<file path="src/rtl/lc3b_types.sv">
// ============================================================================
// lc3b_types : shared LC-3b datapath types and constants
// Rev 1.0
// ============================================================================
`default_nettype none

package lc3b_types;

  typedef logic [15:0] lc3b_word;

  localparam lc3b_word LC3B_NOP = 16'h0000;

endpackage

`default_nettype wire

</file>
<file path="src/rtl/if_id_queue.sv">
// ============================================================================
// if_id_queue : two-entry fetch-to-decode packet queue with flush
// Rev 1.0
// ============================================================================
`default_nettype none

module if_id_queue
  import lc3b_types::*;
#(
  parameter int DEPTH = 2
) (
  input  logic       clk,
  input  logic       rst_n,
  input  logic       in_valid,
  input  lc3b_word   in_pc,
  input  lc3b_word   in_ir,
  output logic       in_ready,
  input  logic       out_ready,
  input  logic       flush,
  output logic       out_valid,
  output lc3b_word   out_pc,
  output lc3b_word   out_ir,
  output logic [1:0] count
);

  localparam logic [1:0] c_FULL = 2'(DEPTH);

  lc3b_word   r_pc [2];
  lc3b_word   r_ir [2];
  logic       r_head;
  logic       r_tail;
  logic [1:0] r_count;

  logic       w_push;
  logic       w_pop;

  assign in_ready  = (r_count != c_FULL);
  assign out_valid = (r_count != 2'd0);
  assign count     = r_count;

  assign w_push = in_valid && in_ready && !flush;
  assign w_pop  = out_valid && out_ready && !flush;

  // Outputs come only from stored entries; empty forces a NOP packet.
  assign out_pc = out_valid ? r_pc[r_head] : 16'h0000;
  assign out_ir = out_valid ? r_ir[r_head] : LC3B_NOP;

  always_ff @(posedge clk) begin
    if (!rst_n) begin
      r_head  <= 1'b0;
      r_tail  <= 1'b0;
      r_count <= 2'd0;
    end else if (flush) begin
      r_head  <= 1'b0;
      r_tail  <= 1'b0;
      r_count <= 2'd0;
    end else begin
      if (w_push) begin
        r_tail <= ~r_tail;
      end
      if (w_pop) begin
        r_head <= ~r_head;
      end
      if (w_push && !w_pop) begin
        r_count <= r_count + 2'd1;
      end else if (w_pop && !w_push) begin
        r_count <= r_count - 2'd1;
      end
    end
  end

  // Entry storage carries no reset; contents are meaningless while invalid.
  always_ff @(posedge clk) begin
    if (rst_n && w_push) begin
      r_pc[r_tail] <= in_pc;
      r_ir[r_tail] <= in_ir;
    end
  end

endmodule

`default_nettype wire

</file>
<file path="config.mk">
export PLATFORM = sky130hd
export DESIGN_NAME = if_id_queue
export DESIGN_NICKNAME = d
export VERILOG_FILES = /design/src/rtl/lc3b_types.sv /design/src/rtl/if_id_queue.sv
export SDC_FILE = /design/constraint.sdc
export NUM_CORES = 1
export LEC_CHECK = 0
export CORE_ASPECT_RATIO = 1.5
export CORE_MARGIN = 3
export CORE_UTILIZATION = 40
export DETAILED_ROUTE_END_ITERATION = 12
export GPL_TIMING_DRIVEN = 1
export PLACE_DENSITY_LB_ADDON = 0.1
export SLEW_MARGIN = 5
export SYNTH_ARGS = -nofsm -noshare
export SYNTH_HDL_FRONTEND = slang
export SYNTH_SLANG_ARGS = --single-unit
</file>
<file path="constraint.sdc">
create_clock -name clk -period 4 [get_ports clk]
set_input_delay 0.4 -clock clk [delete_from_list [all_inputs] [get_ports clk]]
set_output_delay 0.4 -clock clk [all_outputs]
set_load 0.01 [all_outputs]
</file>
==> results.txt <==
status -> complete, no violations
worst r2r src -> count[0]
placed instance area -> 3460 um2
flop2flop setup slack -> 2.00 ns
DRC viols -> 0
synthesized cell area -> 2640 um2
Crit Path Max Fanout -> 32
post-synth net total -> 203
period utilization -> 0.656
cell count of the worst reg-to-reg path -> 6
commonest cells after routing, fill and taps aside -> 72 x clkdlybuf4s50_1, 64 x edfxtp_1, 36 x nor2_1, 32 x mux2i_1, 9 x clkbuf_8
Worst-Skew Late Latency -> 0.33 ns
P&R area growth vs syn -> 37.8%
routed len/inst -> 14.3 um
Final Hold Viols -> 0
post-DP HPWL -> 3170 um
sequential area share after synthesis -> 0.766
Mapped Avg Cell Area -> 16.0 um2
Setup violations, final -> 0
initial DRC count -> 64
worst hold margin -> 0.506 ns
Peak VDD IR -> 0.000245 V
Die Y -> 106 um
Initial DRT Pass Iterations -> 4
Clock Skews -> 0.00913 ns
Seq cells post-synth -> 69
CTS Buffer Depth -> 2
largest net degree at the start of global routing -> 33
Core ar. -> 6260 um2
Post-CTS Resized -> 0
vias in the first global route -> 1,568
initial antenna violation count -> 0
post-synth top area share -> 0.728
Final ANT Viol Nets -> 0
post-synth top area cell -> edfxtp_1
fin crit period -> 2.63 ns
synth top area cells -> edfxtp_1 73%, mux2i_1 12%, nor2_1 5.3%
Worst R2R End -> count[1]
htree depth -> 3
Max-Cap Viols -> 0
WS Path Type -> reg -> out
Syn Inst Count -> 165
pwr/cell area -> 390 nW/um2
WL final -> 4640 um
row cnt -> 35
commonest non-fill, non-tap cell in the layout -> clkdlybuf4s50_1
CTS Buf Count -> 9
beginning of the worst hold path -> r_head
Crit. End Element -> output pin
IO Count -> 73
die width -> 72.4 um
grt ovf -> 0
I/O Buffers -> 72
HP Class -> reg -> reg
layout cells sized above 1 -> 0.0956
Worst EP required -> 3.60 ns
Slew Limit Fails -> 0
Leak -> 1.17 nW
first-pass GRT wire length -> 7280 um
RSZ-0062 raised after global routing -> no
Hold Path End -> r_head
Initial Util -> 0.422
fin nets -> 284
setup TNS -> 0 ns
Antenna diodes -> 0
clock-pin transition on the worst setup and hold timing paths -> 0.07 ns
clock sink count -> 69
Hold-fix buffers, CTS -> 0
Tot GR Track Use -> 0.130
Post-CTS Setup Inserts -> 0
die area -> 7630 um2
Worst-Margin Slew -> 1.03 ns
Root Driver -> clkbuf_8
Final Cell Area -> 3640 um2
synth unique cells -> 17
Fill cells -> 515
crit path launch type -> flip-flop
FMAX -> 0.381 GHz
DR vias -> 1,517
yosys warns -> 0
TritonCTS clock tree -> yes
drt via density -> 4.67
Cells on Worst Hold Path -> 2
Max-slew headroom -> 0.314
Arr. time, crit path -> 2.23 ns
GPL Wtd Cong -> 0.690
final std cells w/o fill -> 325
dpl cells -> 309
==> critical path: stages (launching register included) <==
cell and delay (ns):
dfxtp_2 1.01, mux2i_1 0.17, nor2_1 0.15, clkdlybuf4s50_1 0.55
==> synth_stat cells <==
cell type / instances
o21ai_0: 2
xor2_1: 3
or3_1: 1
buf_2: 4
edfxtp_1: 64
a21oi_1: 2
nand2b_1: 1
a21o_1: 1
mux2i_1: 32
nor2_1: 37
nand3_1: 2
nand2_1: 2
buf_4: 3
ha_1: 1
dfxtp_1: 5
inv_1: 3
nor3_1: 2
==> flip-flops by register name, indices dropped and copies added, names as in the netlist, named ones only <==
register,flops
r_tail,1
r_pc,32
r_head,1
count,2
r_ir,32
==> logic make-up (layout without fill, tap and decap cells) <==
family	count (synthesis)	count (layout)	synth area share
AO/OA/AOI/OAI	5	5	0.0104
AND/OR/NAND/NOR	45	45	0.0677
adder cells (fa/ha/maj)	1	1	0.00474
multiplexers	32	32	0.121
buffers and inverters	10	96	0.0204
XOR/XNOR	3	3	0.00995
flip-flops	69	69	0.766
==> power breakdown <==
part           switching [W]  internal [W]
registers         0.00000793      0.000803
logic              0.0000537     0.0000762
clock network       0.000249      0.000229
==> how the worst max path moves through the flow <==
stage / start / to / slack, ns
floorplan: count[0] / r_ir[0][0] / 0.49
global placement: flip-flop / out_ir[0] / 1.67
detailed placement: flip-flop / out_ir[8] / 1.70
CTS: flip-flop / out_ir[15] / 1.32
global route: flip-flop / out_ir[15] / 1.16
finish: flip-flop / out_ir[9] / 1.37
==> metal layers <==
| layer | share of wire | track usage | wire length (um) | up-vias |
|---|---|---|---|---|
| met2 | 0.56 | 0.226 | 2610 | 45 |
| met4 | 0.016 | 0.0806 | 76 | 0 |
| met3 | 0.049 | 0.0334 | 225 | 7 |
| met5 | 0 | 0 | 0 | - |
| met1 | 0.37 | 0.136 | 1730 | 703 |
| li1 | - | - | - | 762 |
==> final cells by class <==
type / count / area, um2 / area share
sequential: 69 / 2020 / 0.556
timing repair buffer: 77 / 758 / 0.208
multi-input combinational: 86 / 578 / 0.159
clock buffer: 10 / 128 / 0.0351
tap: 74 / 92.6 / 0.0254
clock inverter: 6 / 48.8 / 0.0134
inverter: 3 / 11.3 / 0.00309
==> per-stage QoR <==
| stage | power [W] | worst slack [ns] | utilization |
|---|---|---|---|
| after floorplan | 0.000874 | 0.495 | - |
| after detailed placement | 0.000960 | 1.70 | 0.553 |
| after global routing | 0.00148 | 1.16 | 0.581 |
| after global placement | 0.000959 | 1.67 | 0.553 |
| final | 0.00142 | 1.37 | 0.581 |
| after CTS | 0.00144 | 1.32 | 0.581 |
No activity file was read; power rests on OpenSTA's default activity.
==> edit 1, RTL diff (config.mk and constraints unchanged) <==
Register the output `count` once more, without a reset; this adds one clock of latency there. The other outputs are not delayed to match.
--- a/src/rtl/if_id_queue.sv
+++ b/src/rtl/if_id_queue.sv
@@ -37,5 +37,7 @@
   assign in_ready  = (r_count != c_FULL);
   assign out_valid = (r_count != 2'd0);
-  assign count     = r_count;
+  always_ff @(posedge clk) begin
+    count <= r_count;
+  end
 
   assign w_push = in_valid && in_ready && !flush;
Behaviour: not the same (Yosys sat finds a counterexample within 4 cycles, from zero or initial values).
==> edit 1 against the unedited design <==
- worst setup slack lost 0.034 ns
- via count up 2.8%
- design area grew 1.2%
- wire length is 3.7% higher
- non-clock buffer count did not move
- sequential cell count up 2
- cell count up 0.62%
- area after synthesis rose by 1.5%
- maximum frequency is 1.3% lower
- power grew 4.7%
- sequential share of layout area up 0.43 points
==> edit 1: results (changes against the unedited design) <==
synth.area.top_cells: "edfxtp_1, mux2i_1, dfxtp_1, nor2_1, xor2_1"
worst_pin_slew_ns: 1.021  # -0.008564 ns
drive_above_1_share_pct: 8.696  # -0.87 points
num-fill-cells: 538  # +4.5%
hpwl_um: 3217  # +1.3%
vdd_drop_max_mv: 0.2403  # -1.9%
ys_top_cells_by_count: "edfxtp_1, nor2_1, mux2i_1"
grt_pass1_vias: 1525  # -2.7%
p_leak_nw: 1.202  # +2.7%
rr_worst_depth: 7  # +1
track_usage_pct: 13.21  # +0.18 points
dr_total_vias: 1559  # +2.8%
finClkSkew_ns: 0.004088  # -0.005042 ns
nNetsFinal: 286  # +0.70%
dp_slack_ns: 1.670  # -0.03297 ns
worstPathArrival_ns: 2.26  # +0.03 ns
whs_path_depth: 0  # -2
synth_mux_area_share_pct: 11.95  # -0.18 points
drt-initial-drc-count: 72  # +13%
status: "completed"
yosys.area_share.adder_pct: 0.4666  # -0.0071 points
grt_pass1_wl_um: 7389  # +1.5%
power.internal_mw: 1.184  # +6.8%
synth-seq-area-share_pct: 76.90  # +0.35 points
max_stage_delay_ns: 0.99  # -0.02 ns
syn_nets: 205  # +0.99%
-- edit 1: changes by cell type after synthesis, sizes merged --
cell,unedited run,this run
dfxtp,5,7
-- edit 1: stage by stage --
stage	hold slack, ns	cells	power [mW]	cell area [um2]
2_1_floorplan	0.3782	167	0.8957	2681
3_3_place_gp	0.3976	311	0.9799	3503
3_5_place_dp	0.4072	311	0.9816	3503
4_1_cts	0.4166	327	1.505	3684
5_1_grt	0.4445	327	1.552	3684
6_report	0.4135	327	1.486	3684
-- edit 1: layout make-up --
class                   count  area share [%]
repair buffers             77           20.58
multi-input cells          86           15.69
flip-flops and latches     71           56.01
clock inverters             5           1.325
well taps                  74           2.514
clock buffers              11           3.567
inverters                   3          0.3057
-- edit 1: cells by family (layout without fill, tap and decap cells) --
logic type	after synthesis	after routing
XOR/XNOR	3	3
AO/OA/AOI/OAI	5	5
buffers and inverters	10	96
multiplexers	32	32
flip-flops	71	71
adder cells (fa/ha/maj)	1	1
AND/OR/NAND/NOR	45	45
-- edit 1: worst paths after layout --
| path | from | end | slack (ns) |
|---|---|---|---|
| max | flip-flop | out_ir[6] | 1.34 |
| min | r_count[1]$_SDFFE_PP0P_ | count[1]$_DFF_P_ | 0.41 |
| max reg2reg | r_count[0]$_SDFFE_PP0P_ | r_count[1]$_SDFFE_PP0P_ | 1.70 |
| min reg2reg | r_count[1]$_SDFFE_PP0P_ | count[1]$_DFF_P_ | 0.41 |
-- edit 1: metal layers --
layer	vias up	GRT usage, %	wire [um]	part of all wire [%]
met5	-	0	0	0
met2	52	20.67	2497	52
met4	0	8.311	121	2.5
met1	729	15.79	1940	40
li1	769	-	-	-
met3	9	3.595	253	5.3
-- edit 1: power by group through the flow --
stage / clock network, mW / logic, mW / registers (mW)
final: 0.523 / 0.131 / 0.832
after global routing: 0.576 / 0.142 / 0.834
after CTS: 0.539 / 0.134 / 0.833
after detailed placement: 0 / 0.133 / 0.849
after global placement: 0 / 0.132 / 0.848
after floorplan: 0 / 0.0498 / 0.846
==> edit 2, RTL diff (same flow settings) <==
Made on the original files. Reset style: asynchronous (`rst_n`), changed in one clocked block.
--- a/src/rtl/if_id_queue.sv
+++ b/src/rtl/if_id_queue.sv
@@ -46,5 +46,5 @@
   assign out_ir = out_valid ? r_ir[r_head] : LC3B_NOP;
 
-  always_ff @(posedge clk) begin
+  always_ff @(posedge clk or negedge rst_n) begin
     if (!rst_n) begin
       r_head  <= 1'b0;
Check against the original RTL: differs if rst_n is asserted again (counterexample within 4 cycles, from zero or initial values and one cycle with rst_n low); with rst_n held inactive, the same outputs for 10 cycles.
==> edit 2 against the unedited design <==
- area after synthesis barely moved
- sequential cell count fell by 1
- largest cell class unchanged
- first-iteration DRC count rose by 14%
- combinational power rose by 38%
- die area barely moved
- count of clock-buffer cells in the layout did not move
- wire length rose by 7.6%
- design area fell by 1.2%
- worst setup slack got worse by 0.0086 ns
- power rose by 2.3%
- sequential power rose by 0.9%
==> edit 2: results (changes against the unedited design) <==
synth-seq-area-share_pct: 76.48  # about the same
yosys.area_share.adder_pct: 0  # -0.47 points
grt_pass1_vias: 1683  # +7.3%
endpoint: "out_pc[10]"
postSynth.asyncResetShare_pct: 5.882  # +5.9 points
finClkSkew_ns: 0.008200  # -0.0009305 ns
synthXorXnorAreaFrac_pct: 0.3313  # -0.66 points
wirelength_um: 4993  # +7.6%
pg_seq_uw: 818  # +0.9%
nNetsFinal: 276  # -2.8%
synth.area.top_cells: "edfxtp_1, mux2i_1, nor2_1, dfrtp_1, buf_4"
hpwl_um: 3294  # +3.8%
hold_class: "in2async"
status: "completed"
grt_use_met3_pct: 4.294  # +0.95 points
drt-vias-per-instance: 4.874  # +4.4%
rr_worst_depth: 3  # -3
track_usage_pct: 13.78  # +0.75 points
drive_above_1_share_pct: 7.377  # -2.2 points
p_clk_share_pct: 31.2  # -2.5 points
syn_nets: 200  # -1.5%
rrSetupSlack_ns: 1.86  # -0.14 ns
met1_usage_pct: 15.41  # +1.8 points
r2r_end: "r_ir[0][13]$_DFFE_PP_"
synth_compound_area_share_pct: 1.514  # +0.47 points
num-fill-cells: 518  # +0.58%
## edit 2: per-layer routing
layer / part of all wire [%] / wire [um]
met2: 54 / 2681
met1: 39 / 1966
met5: 0 / 0
met4: 1.0 / 50
met3: 5.9 / 294
## edit 2: layout make-up
cell class	count	area share [%]
tap	74	2.576
timing repair buffer	73	20.26
multi-input combinational	85	16.25
clock buffer	10	3.550
clock inverter	6	0.8702
inverter	2	0.2088
sequential	68	56.28
## edit 2: worst max-delay path, stage by stage (launching register included)
cell             delay (ns)
dfrtp_2                0.99
mux2i_1                0.19
nor2_1                 0.15
clkdlybuf4s50_1        0.56
## edit 2: stage by stage
stage	instances	worst slack (ns)	area [um2]	util (%)	total power, mW
6_report	318	1.366	3595	57.40	1.451
3_3_place_gp	302	1.596	3436	54.87	1.012
3_5_place_dp	302	1.475	3436	54.87	1.017
4_1_cts	318	1.300	3595	57.40	1.469
5_1_grt	318	1.180	3595	57.40	1.520
2_1_floorplan	163	1.366	2644	-	0.9072
